### src/rtl/mmio_pkg.sv
// Shared types and constants for the MMIO bus controller.
package mmio_pkg;

  // Default widths used by the controller and its decoder.
  localparam int DATA_W = 32;
  localparam int ADDR_W = 21;
  localparam int SLOT_W = 5;

  // Read data returned with every error completion.
  localparam logic [31:0] MMIO_ERR_DATA = 32'hDEAD_BEEF;

  // One bus access walks IDLE -> (ACCESS -> WAIT*)? -> DONE -> IDLE.
  typedef enum logic [1:0] {
    IDLE   = 2'd0,
    ACCESS = 2'd1,
    WAIT   = 2'd2,
    DONE   = 2'd3
  } mmio_state_e;

endpackage

### src/rtl/mmio_slot_decode.sv
// Combinational address decoder: word address -> slot index, one-hot
// slot select, mapped flag and register offset inside the slot.
module mmio_slot_decode #(
  parameter int ADDR_W    = 21,
  parameter int NUM_SLOTS = 8,
  parameter int SLOT_W    = 5,
  parameter int SLOT_LSB  = 5,
  parameter int REG_AW    = 5
) (
  input  logic [ADDR_W-1:0]    bus_addr,
  output logic [SLOT_W-1:0]    slot_idx,
  output logic [NUM_SLOTS-1:0] slot_onehot,
  output logic                 mapped,
  output logic [REG_AW-1:0]    reg_off
);

  assign slot_idx = bus_addr[SLOT_LSB +: SLOT_W];
  assign reg_off  = bus_addr[REG_AW-1:0];

  // Slot field values past the populated slots have no peripheral behind them.
  assign mapped = (32'(slot_idx) < NUM_SLOTS);

  // An unmapped index matches no select line, so the one-hot is all zero.
  generate
    for (genvar gi = 0; gi < NUM_SLOTS; gi++) begin : g_onehot
      assign slot_onehot[gi] = (slot_idx == SLOT_W'(gi));
    end
  endgenerate

  // Address bits outside the slot and register fields are don't-care.
  generate
    if (ADDR_W > SLOT_LSB + SLOT_W) begin : g_upper_unused
      logic unused_upper_bits;
      assign unused_upper_bits = ^bus_addr[ADDR_W-1:SLOT_LSB+SLOT_W];
    end
    if (SLOT_LSB > REG_AW) begin : g_gap_unused
      logic unused_gap_bits;
      assign unused_gap_bits = ^bus_addr[SLOT_LSB-1:REG_AW];
    end
  endgenerate

endmodule

### src/rtl/mmio_bus_ctrl.sv
// MMIO bus sequencer: turns one CPU MMIO request into a single-cycle slot
// strobe, waits for that slot's ack (bounded by TIMEOUT) and completes the
// CPU access with a one-cycle ready pulse, flagging errors on bus_err.
module mmio_bus_ctrl
  import mmio_pkg::mmio_state_e, mmio_pkg::IDLE, mmio_pkg::ACCESS,
         mmio_pkg::WAIT, mmio_pkg::DONE, mmio_pkg::MMIO_ERR_DATA;
#(
  parameter int ADDR_W    = mmio_pkg::ADDR_W,
  parameter int DATA_W    = mmio_pkg::DATA_W,
  parameter int NUM_SLOTS = 8,
  parameter int SLOT_W    = mmio_pkg::SLOT_W,
  parameter int SLOT_LSB  = 5,
  parameter int REG_AW    = 5,
  parameter int TIMEOUT   = 255
) (
  input  logic                          clk,
  input  logic                          reset_in,
  input  logic                          bus_cs,
  input  logic                          bus_wr,
  input  logic                          bus_rd,
  input  logic [ADDR_W-1:0]             bus_addr,
  input  logic [DATA_W-1:0]             bus_wr_data,
  output logic [DATA_W-1:0]             bus_rd_data,
  output logic                          bus_ready,
  output logic                          bus_err,
  output logic [NUM_SLOTS-1:0]          slot_cs,
  output logic                          slot_wr,
  output logic                          slot_rd,
  output logic [REG_AW-1:0]             slot_addr,
  output logic [DATA_W-1:0]             slot_wr_data,
  input  logic [NUM_SLOTS*DATA_W-1:0]   slot_rd_data,
  input  logic [NUM_SLOTS-1:0]          slot_ack
);

  mmio_state_e           state_reg, state_next;
  logic [NUM_SLOTS-1:0]  sel_reg;
  logic [REG_AW-1:0]     reg_off_reg;
  logic                  wr_reg;
  logic [DATA_W-1:0]     wdata_reg;
  logic [DATA_W-1:0]     rdata_reg;
  logic                  err_reg;
  logic [15:0]           cnt_reg;

  logic [SLOT_W-1:0]     dec_slot_idx_unused;
  logic [NUM_SLOTS-1:0]  dec_onehot;
  logic                  dec_mapped;
  logic [REG_AW-1:0]     dec_reg_off;
  logic                  req_ok;
  logic                  ack_sel;
  logic                  timeout_hit;
  logic [DATA_W-1:0]     rd_mux;
  logic [DATA_W-1:0]     slot_word [NUM_SLOTS];

  mmio_slot_decode #(
    .ADDR_W    (ADDR_W),
    .NUM_SLOTS (NUM_SLOTS),
    .SLOT_W    (SLOT_W),
    .SLOT_LSB  (SLOT_LSB),
    .REG_AW    (REG_AW)
  ) u_decode (
    .bus_addr    (bus_addr),
    .slot_idx    (dec_slot_idx_unused),
    .slot_onehot (dec_onehot),
    .mapped      (dec_mapped),
    .reg_off     (dec_reg_off)
  );

  // A request goes to a slot only if mapped and exactly one of wr/rd is set.
  assign req_ok      = dec_mapped && (bus_wr ^ bus_rd);
  // Only the selected slot may complete the access.
  assign ack_sel     = |(slot_ack & sel_reg);
  assign timeout_hit = (cnt_reg == 16'(TIMEOUT - 1));

  // Mask every slot's read word with its select bit so the mux is a plain OR.
  generate
    for (genvar gi = 0; gi < NUM_SLOTS; gi++) begin : g_rd_word
      assign slot_word[gi] = slot_rd_data[gi*DATA_W +: DATA_W] & {DATA_W{sel_reg[gi]}};
    end
  endgenerate

  // OR-reduce the masked slot words into the captured read value.
  always_comb begin
    rd_mux = '0;
    for (int i = 0; i < NUM_SLOTS; i++) begin
      rd_mux = rd_mux | slot_word[i];
    end
  end

  // Next-state and output decode; every output is zero unless its state drives it.
  always_comb begin
    state_next   = state_reg;
    slot_cs      = '0;
    slot_wr      = 1'b0;
    slot_rd      = 1'b0;
    slot_addr    = '0;
    slot_wr_data = '0;
    bus_ready    = 1'b0;
    bus_err      = 1'b0;
    bus_rd_data  = '0;
    case (state_reg)
      IDLE: begin
        if (bus_cs) begin
          state_next = req_ok ? ACCESS : DONE;
        end
      end
      ACCESS: begin
        slot_cs      = sel_reg;
        slot_wr      = wr_reg;
        slot_rd      = !wr_reg;
        slot_addr    = reg_off_reg;
        slot_wr_data = wdata_reg;
        state_next   = ack_sel ? DONE : WAIT;
      end
      WAIT: begin
        slot_addr    = reg_off_reg;
        slot_wr_data = wdata_reg;
        if (ack_sel || timeout_hit) begin
          state_next = DONE;
        end
      end
      DONE: begin
        bus_ready  = 1'b1;
        bus_err    = err_reg;
        if (err_reg) begin
          bus_rd_data = DATA_W'(MMIO_ERR_DATA);
        end else if (!wr_reg) begin
          bus_rd_data = rdata_reg;
        end
        state_next = IDLE;
      end
      default: state_next = IDLE;
    endcase
  end

  // State, request capture, wait counter and read-data capture.
  always_ff @(posedge clk or negedge reset_in) begin
    if (!reset_in) begin
      state_reg   <= IDLE;
      sel_reg     <= '0;
      reg_off_reg <= '0;
      wr_reg      <= 1'b0;
      wdata_reg   <= '0;
      rdata_reg   <= '0;
      err_reg     <= 1'b0;
      cnt_reg     <= '0;
    end else begin
      state_reg <= state_next;
      case (state_reg)
        IDLE: begin
          if (bus_cs) begin
            sel_reg     <= dec_onehot;
            reg_off_reg <= dec_reg_off;
            wr_reg      <= bus_wr;
            wdata_reg   <= bus_wr_data;
            err_reg     <= !req_ok;
            cnt_reg     <= '0;
          end
        end
        ACCESS: begin
          if (ack_sel) begin
            rdata_reg <= rd_mux;
          end
        end
        WAIT: begin
          cnt_reg <= cnt_reg + 16'd1;
          if (ack_sel) begin
            rdata_reg <= rd_mux;
          end else if (timeout_hit) begin
            err_reg <= 1'b1;
          end
        end
        DONE: begin
          cnt_reg <= '0;
          err_reg <= 1'b0;
        end
        default: ;
      endcase
    end
  end

endmodule
### config.mk
export PLATFORM = sky130hd
export DESIGN_NAME = mmio_bus_ctrl
export DESIGN_NICKNAME = d
export VERILOG_FILES = /design/src/rtl/mmio_pkg.sv /design/src/rtl/mmio_slot_decode.sv /design/src/rtl/mmio_bus_ctrl.sv
export SDC_FILE = /design/constraint.sdc
export NUM_CORES = 1
export LEC_CHECK = 0
export CAP_MARGIN = 20
export CORE_AREA = 10 10 147 149
export CTS_CLUSTER_SIZE = 24
export DETAILED_ROUTE_END_ITERATION = 8
export DIE_AREA = 0 0 157 159
export PLACE_DENSITY = 0.74
export SYNTH_ARGS = -nofsm -noshare
export SYNTH_HDL_FRONTEND = slang
export SYNTH_SLANG_ARGS = --single-unit
### constraint.sdc
create_clock -name clk -period 2 [get_ports clk]
set_input_delay 0.4 -clock clk [delete_from_list [all_inputs] [get_ports clk]]
set_output_delay 0.4 -clock clk [all_outputs]
set_load 0.01 [all_outputs]
# --- Word-level counts from Yosys, hierarchy flattened ---
# Cells that the tools add are included.
word_totals:
  elab_cells: 77
  in_bits: 322
  ff_bits: 97
  output_inout_bits: 81
classes:
  reduce_logical: 14
  n_eq_ne: 15
  magnitude_cmp: 1
  n_addsub: 1
  bitwise_logic: 17
  n_mux: 21
ops:
  columns: ["operator", "n"]
  rows:
  - ["bitwise AND 32 bit", 8]
  - ["OR 32 bit", 7]
  - ["two-way mux 32 bit", 4]
  - ["case mux 16 bit (3 select lines)", 1]
  - ["== test 5 x 3 -> 1 bit (second input constant)", 4]
  - ["adder 16 x 1 -> 16 bit (second input constant)", 1]
  - ["== test 16 x 8 -> 1 bit (second input constant)", 1]
  - ["two-way mux 16 bit", 1]
  - ["== test 5 x 2 -> 1 bit (second input constant)", 2]
  - ["bitwise AND 8 bit", 1]
  - ["two-way mux 1 bit", 8]
  - ["two-way mux 8 bit", 1]
  - ["inequality test 2 bit (second input constant)", 4]
  - ["case mux 2 bit (4 select lines)", 1]
  - ["AND reduction 2 bit", 4]
  - ["OR reduction 8 bit", 1]
  - ["two-way mux 2 bit", 3]
  - ["== test 5 x 1 -> 1 bit (second input constant)", 1]
  - ["logical NOT 5 bit", 1]
  - ["< comparator 5 x 4 -> 1 bit (second input constant)", 1]
  - ["two-way mux 5 bit", 1]
  - ["== test 2 bit (second input constant)", 2]
  - ["AND reduction 4 bit", 1]
  - ["case mux 1 bit (3 select lines)", 1]
  - ["8 further kinds", 9]

# --- Logic depth before layout (Yosys ltp) ---
depth:
  word_depth: 8
  ltp_mapped: 8
  ltp_nobuf: 7

# --- Cells and area by module ---
# Synthesis repeated with hierarchy kept, for this count alone.
hier_totals:
  cells_unflattened: 607
  hier_area_um2: 6132.1
modules_own_cells:
  columns: ["mod", "n_inst", "seq_area_each_um2", "cells_per_inst", "area_each_um2"]
  rows:
  - ["mmio_bus_ctrl", 1, 2427.3, 583, 5972.0]
  - ["mmio_slot_decode", 1, 0.0, 24, 160.2]

# --- Least setup slack after synthesis ---
# OpenSTA, ideal clock, no wires.
synth_timing:
  path_type: "reg-to-output"
  startpoint: "register state_reg[1]"
  endpoint: "output port bus_rd_data[18]"
  t_required_ns: 1.600
  path_buffers: 2
  arrival_time_ns: 1.456
  path_slack_ns: 0.144
  path_stages_with_launch: 6
  cell_sequence: "dfrtp_1 > ha_1 > and2_1 > clkbuf_1 > clkbuf_1 > a21o_1"
synth_via:
  elab_chain_cells: 2
synth_rtl:
  columns: ["item", "line", "rtl"]
  rows:
  - ["start: declaration", "mmio_bus_ctrl.sv:35", "mmio_state_e state_reg, state_next;"]
  - ["start signal: assignment", "mmio_bus_ctrl.sv:147", "state_reg <= state_next;"]
  - ["== test 2 bit", "mmio_bus_ctrl.sv:100", "case (state_reg)"]
  - ["two-way mux 32 bit", "mmio_bus_ctrl.sv:100", null]
  - ["end: declaration", "mmio_bus_ctrl.sv:23", "output logic [DATA_W-1:0] bus_rd_data,"]
# Every way passes these cells.

# --- Worst setup path after layout ---
layout_timing:
  startpoint: "register state_reg[0]"
  endpoint: "output port bus_rd_data[4]"
# The elaborated chain is that of the path after synthesis.

==> run summary <==
Entering global routing, the biggest net connects 39 pins. The number of clock buffers inserted by TritonCTS came out at 9. The proportion of netlist area held by the largest area contributor is 40.46%. The clock power share came out at 41.5%.

The die is 157 um wide. After clock tree synthesis, the flow added hold-fix buffers numbering 0. The ratio of cells with drive above 1 in the final layout is 26.14%. After clock tree synthesis, the clock-pin slew on the worst setup and hold paths is 0.08 ns. The maximum fanout count along the critical path is 4. The final total power is about 4.5 mW. In this run the critical register-to-register path is launched from state_reg[0].

The critical path in this run is classified as reg2out. The number of cells traversed by the worst register-to-register path came out at 11. The clock passes through at most 2 buffers. In the routed design, unresolved DRC markers number 0. The element type at the critical path start is a register. Headroom to the max-slew limit came out at ~63%. The global-route wire length before repair is 45.71 mm.

The fraction of power spent switching nets is 22.50%. The count of pins over their slew limit is 0. The signal arrival time at the worst endpoint came out at 1.82 ns.

The main flop type after synthesis is sky130_fd_sc_hd__dfrtp_1. At the worst endpoint, the required time is 1.60 ns. The detailed-router iteration count before antenna repair came out at 7. The biggest area contributor in the post-synthesis netlist is sky130_fd_sc_hd__dfrtp_1. In the post-synthesis netlist, the biggest area contributors are sky130_fd_sc_hd__dfrtp_1 40%, sky130_fd_sc_hd__a22oi_1 8.0%, sky130_fd_sc_hd__a21o_1 7.1%.

The peak clock frequency supported by timing came out at around 450 MHz. The number of inserted filler cells in the final layout came out at 1551. The met3 layer wire length in the routed design is 3.175 mm. TritonCTS built the clock tree. The cell area that synthesis handed to floorplanning was 6000 sq um. The detailed router's first-iteration violation count came out at 451. Setup violations remaining at the end of the flow were counted as 65. The minimum clock period after layout came out at 2.217 ns. The flow ran to the end, but the final reports show violations. The total half-perimeter wirelength after legalization and detailed placement came out at 24.70 mm. For the worst-skew pair, the clock arrives at the later sink with an insertion delay of 0.35 ns. The number of port buffers came out at 391. The relative area change from synthesis to final layout came out at 86.36%. The accumulated negative setup slack came out at -7.819 ns. During I/O placement, the number of pins put on the boundary was 403. The routability congestion estimate is 0.9437. Internal power comes to 3.512 mW. The number of vias per cell came out at between 5 and 6. The H-tree generated during clock tree synthesis spans 3 levels. In this run, distinct cell masters in the synthesized netlist total 48. The floorplan die area came out at roughly 25000 sq um. The checks that failed: setup timing. The via count of the first global-routing pass came to 6977. The tree is rooted in a sky130_fd_sc_hd__clkbuf_16. The number of synthesized flops with an enable pin is 0. The synthesized instance count is 576. Setup repair after global routing could not meet its margin everywhere.

The global-route usage over all layers is 24.28%. The share of total power dissipated in combinational logic is 15.2%. The core area came out at about 19000 sq um. In this run the core area contains 50 standard-cell rows. The transition time of the tightest slew-check pin is 0.5606 ns. In this run the top signal layer used is met5. The synthesized netlist net count is 905.

The proportion of register bits with asynchronous set or reset after synthesis is 100.0%. The number of max-cap violations came out at 0. After layout, the worst setup slack is -0.2166 ns. The min-delay analysis places its worst path in the category in2async. The analysis attributes to cell leakage a power of 5.287 nW. CTS saw 97 sinks. The peak ir drop on the vdd network came out at 453.5 uV. The worst setup path is captured at a primary output. The remaining antenna violation count came out at 0. The power density normalized to cell area came out at 405.3 nW/um^2.

The number of antenna violations at the first check in global routing came out at 14. The average instance in the mapped netlist occupies approximately 10 sq um. The final core utilization came out at 60.18%. The portion of total power attributed to sequential cells is 43.2%. The final route contains roughly 7000 vias. Dividing the final minimum period by the clock period gives 110.8%.

The number of nets at the end of the flow is ~1300. The number of warnings issued by yosys is 0. The routed wirelength normalized by instance count is 25.94 um. The part of the Yosys area used for sequential elements is 40.46%. The worst-case clock skew came out at 0.005991 ns.

In this run the worst setup path begins at state_reg[0]. The amount of wire on met2 after detailed routing is 16.46 mm. After synthesis the netlist holds a flip-flop and latch count of 97. The starting density of the core came out at around 32%. The wire length on met1 came out at 11.87 mm.

The number of hold violations in the final report came to 0. The reported net switching power came out at 1.020 mW. The vertical die dimension came out at 159 um. Summed over all layers, the routed wires come to about 32 mm.

The global route total overflow came out at 0.
## path summary, 6_finish.rpt
kind | slack [ns] | to
max | -0.22 | bus_rd_data[4]
min | 0.02 | rdata_reg[31]
max reg2reg | 0.06 | cnt_reg[9]
min reg2reg | 0.48 | rdata_reg[22]
max in group asynchronous | 1.37 | sel_reg[3]
min in group clk | 0.48 | rdata_reg[22]
## power groups by stage
| stage | sequential (mW) | clock [mW] | combinational [mW] |
|---|---|---|---|
| 5_1_grt | 1.96 | 2.01 | 0.732 |
| 3_5_place_dp | 2.00 | 0 | 0.689 |
| 3_3_place_gp | 2.00 | 0 | 0.678 |
| 2_1_floorplan | 2.00 | 0 | 0.0106 |
| 6_report | 1.96 | 1.88 | 0.691 |
| 4_1_cts | 1.96 | 1.94 | 0.693 |
## stage by stage
| step | worst slack (ns) | instance area, sq um | std cells | hold WS (ns) |
|---|---|---|---|---|
| 2_1_floorplan | 0.1444 | 6000 | 576 | 0.1044 |
| 3_3_place_gp | -0.1427 | 10370 | 1191 | 0.4101 |
| 3_5_place_dp | -0.1928 | 10370 | 1191 | 0.4176 |
| 4_1_cts | -0.2312 | 10860 | 1232 | 0.03396 |
| 5_1_grt | -0.2733 | 11170 | 1248 | 0.03104 |
| 6_report | -0.2166 | 11180 | 1251 | 0.01958 |
## cell families (layout without fill, tap and decap cells)
group / count (synthesis) / after routing / synth area share, %
AO/OA/AOI/OAI: 241 / 241 / 31.76
XOR/XNOR: 12 / 12 / 1.752
adder cells (fa/ha/maj): 7 / 7 / 1.460
buffers and inverters: 61 / 491 / 4.880
flip-flops: 97 / 97 / 40.46
multiplexers: 40 / 40 / 7.487
other: 0 / 11 / 0
AND/OR/NAND/NOR: 118 / 118 / 12.20
## layout by cell type (no fill, tap or decap), types with 6 or more instances in the layout
cell                              instances
sky130_fd_sc_hd__a21o_1                  57
sky130_fd_sc_hd__a221oi_1                32
sky130_fd_sc_hd__a22o_1                  40
sky130_fd_sc_hd__a22oi_1                 64
sky130_fd_sc_hd__a31oi_1                 32
sky130_fd_sc_hd__and2_1                  34
sky130_fd_sc_hd__and2_4                  21
sky130_fd_sc_hd__buf_12                   7
sky130_fd_sc_hd__buf_2                   29
sky130_fd_sc_hd__buf_4                   50
sky130_fd_sc_hd__buf_6                   66
sky130_fd_sc_hd__clkbuf_16               11
sky130_fd_sc_hd__clkdlybuf4s50_1        309
sky130_fd_sc_hd__dfrtp_1                 95
sky130_fd_sc_hd__diode_2                 11
sky130_fd_sc_hd__mux2_2                  38
sky130_fd_sc_hd__nand2_1                 11
sky130_fd_sc_hd__nand3_1                  6
sky130_fd_sc_hd__nor2_1                  13
sky130_fd_sc_hd__xor2_1                  10
## critical path, stage by stage (launching register included)
cell and delay, ns:
sky130_fd_sc_hd__dfrtp_1 0.38, sky130_fd_sc_hd__ha_2 0.21, sky130_fd_sc_hd__nor2b_4 0.20, sky130_fd_sc_hd__nor2b_4 0.18, sky130_fd_sc_hd__buf_6 0.14, sky130_fd_sc_hd__buf_6 0.12
sky130_fd_sc_hd__and2_4 0.14, sky130_fd_sc_hd__buf_6 0.10
## cell usage after synthesis (2+ instances only)
master / instances
sky130_fd_sc_hd__a21o_1: 57
sky130_fd_sc_hd__a21oi_1: 2
sky130_fd_sc_hd__a221oi_1: 32
sky130_fd_sc_hd__a22o_1: 40
sky130_fd_sc_hd__a22oi_1: 64
sky130_fd_sc_hd__a22oi_4: 4
sky130_fd_sc_hd__a31oi_1: 32
sky130_fd_sc_hd__and2_1: 55
sky130_fd_sc_hd__and4_4: 2
sky130_fd_sc_hd__buf_1: 4
sky130_fd_sc_hd__buf_2: 27
sky130_fd_sc_hd__buf_4: 2
sky130_fd_sc_hd__buf_6: 3
sky130_fd_sc_hd__clkbuf_1: 20
sky130_fd_sc_hd__dfrtp_1: 97
sky130_fd_sc_hd__ha_1: 7
sky130_fd_sc_hd__inv_1: 5
sky130_fd_sc_hd__mux2_2: 38
sky130_fd_sc_hd__nand2_1: 12
sky130_fd_sc_hd__nand3_1: 7
sky130_fd_sc_hd__nand4_1: 4
sky130_fd_sc_hd__nor2_1: 13
sky130_fd_sc_hd__nor2b_1: 4
sky130_fd_sc_hd__nor3_1: 5
sky130_fd_sc_hd__nor3b_1: 2
sky130_fd_sc_hd__o21ai_0: 5
sky130_fd_sc_hd__o31ai_1: 2
sky130_fd_sc_hd__xnor2_1: 2
sky130_fd_sc_hd__xor2_1: 10
## area by class of cell
class | count | area, sq um | area share (%)
clock buffers | 9 | 225.2 | 2.014
diodes | 11 | 27.53 | 0.2462
inverters | 5 | 23.77 | 0.2126
well taps | 234 | 292.8 | 2.619
clock inverters | 7 | 95.09 | 0.8505
repair buffers | 470 | 4678 | 41.84
flip-flops and latches | 97 | 2430 | 21.73
multi-input cells | 418 | 3408 | 30.48
## routing by layer
metal / vias up / global-route usage [%]
li1: 3090 / -
met1: 3368 / 26.95
met2: 337 / 41.07
met3: 59 / 9.336
met4: 14 / 8.712
met5: - / 0
## timing repair
action                                  in CTS  in global routing
gates resized for setup                    403                 49
setup buffers                               21                  7
pin swaps                                   23                 10
gates cloned                                 4                  3
endpoints found under the setup margin      81                 90
Note: power is estimated with default switching activity, not from simulation.
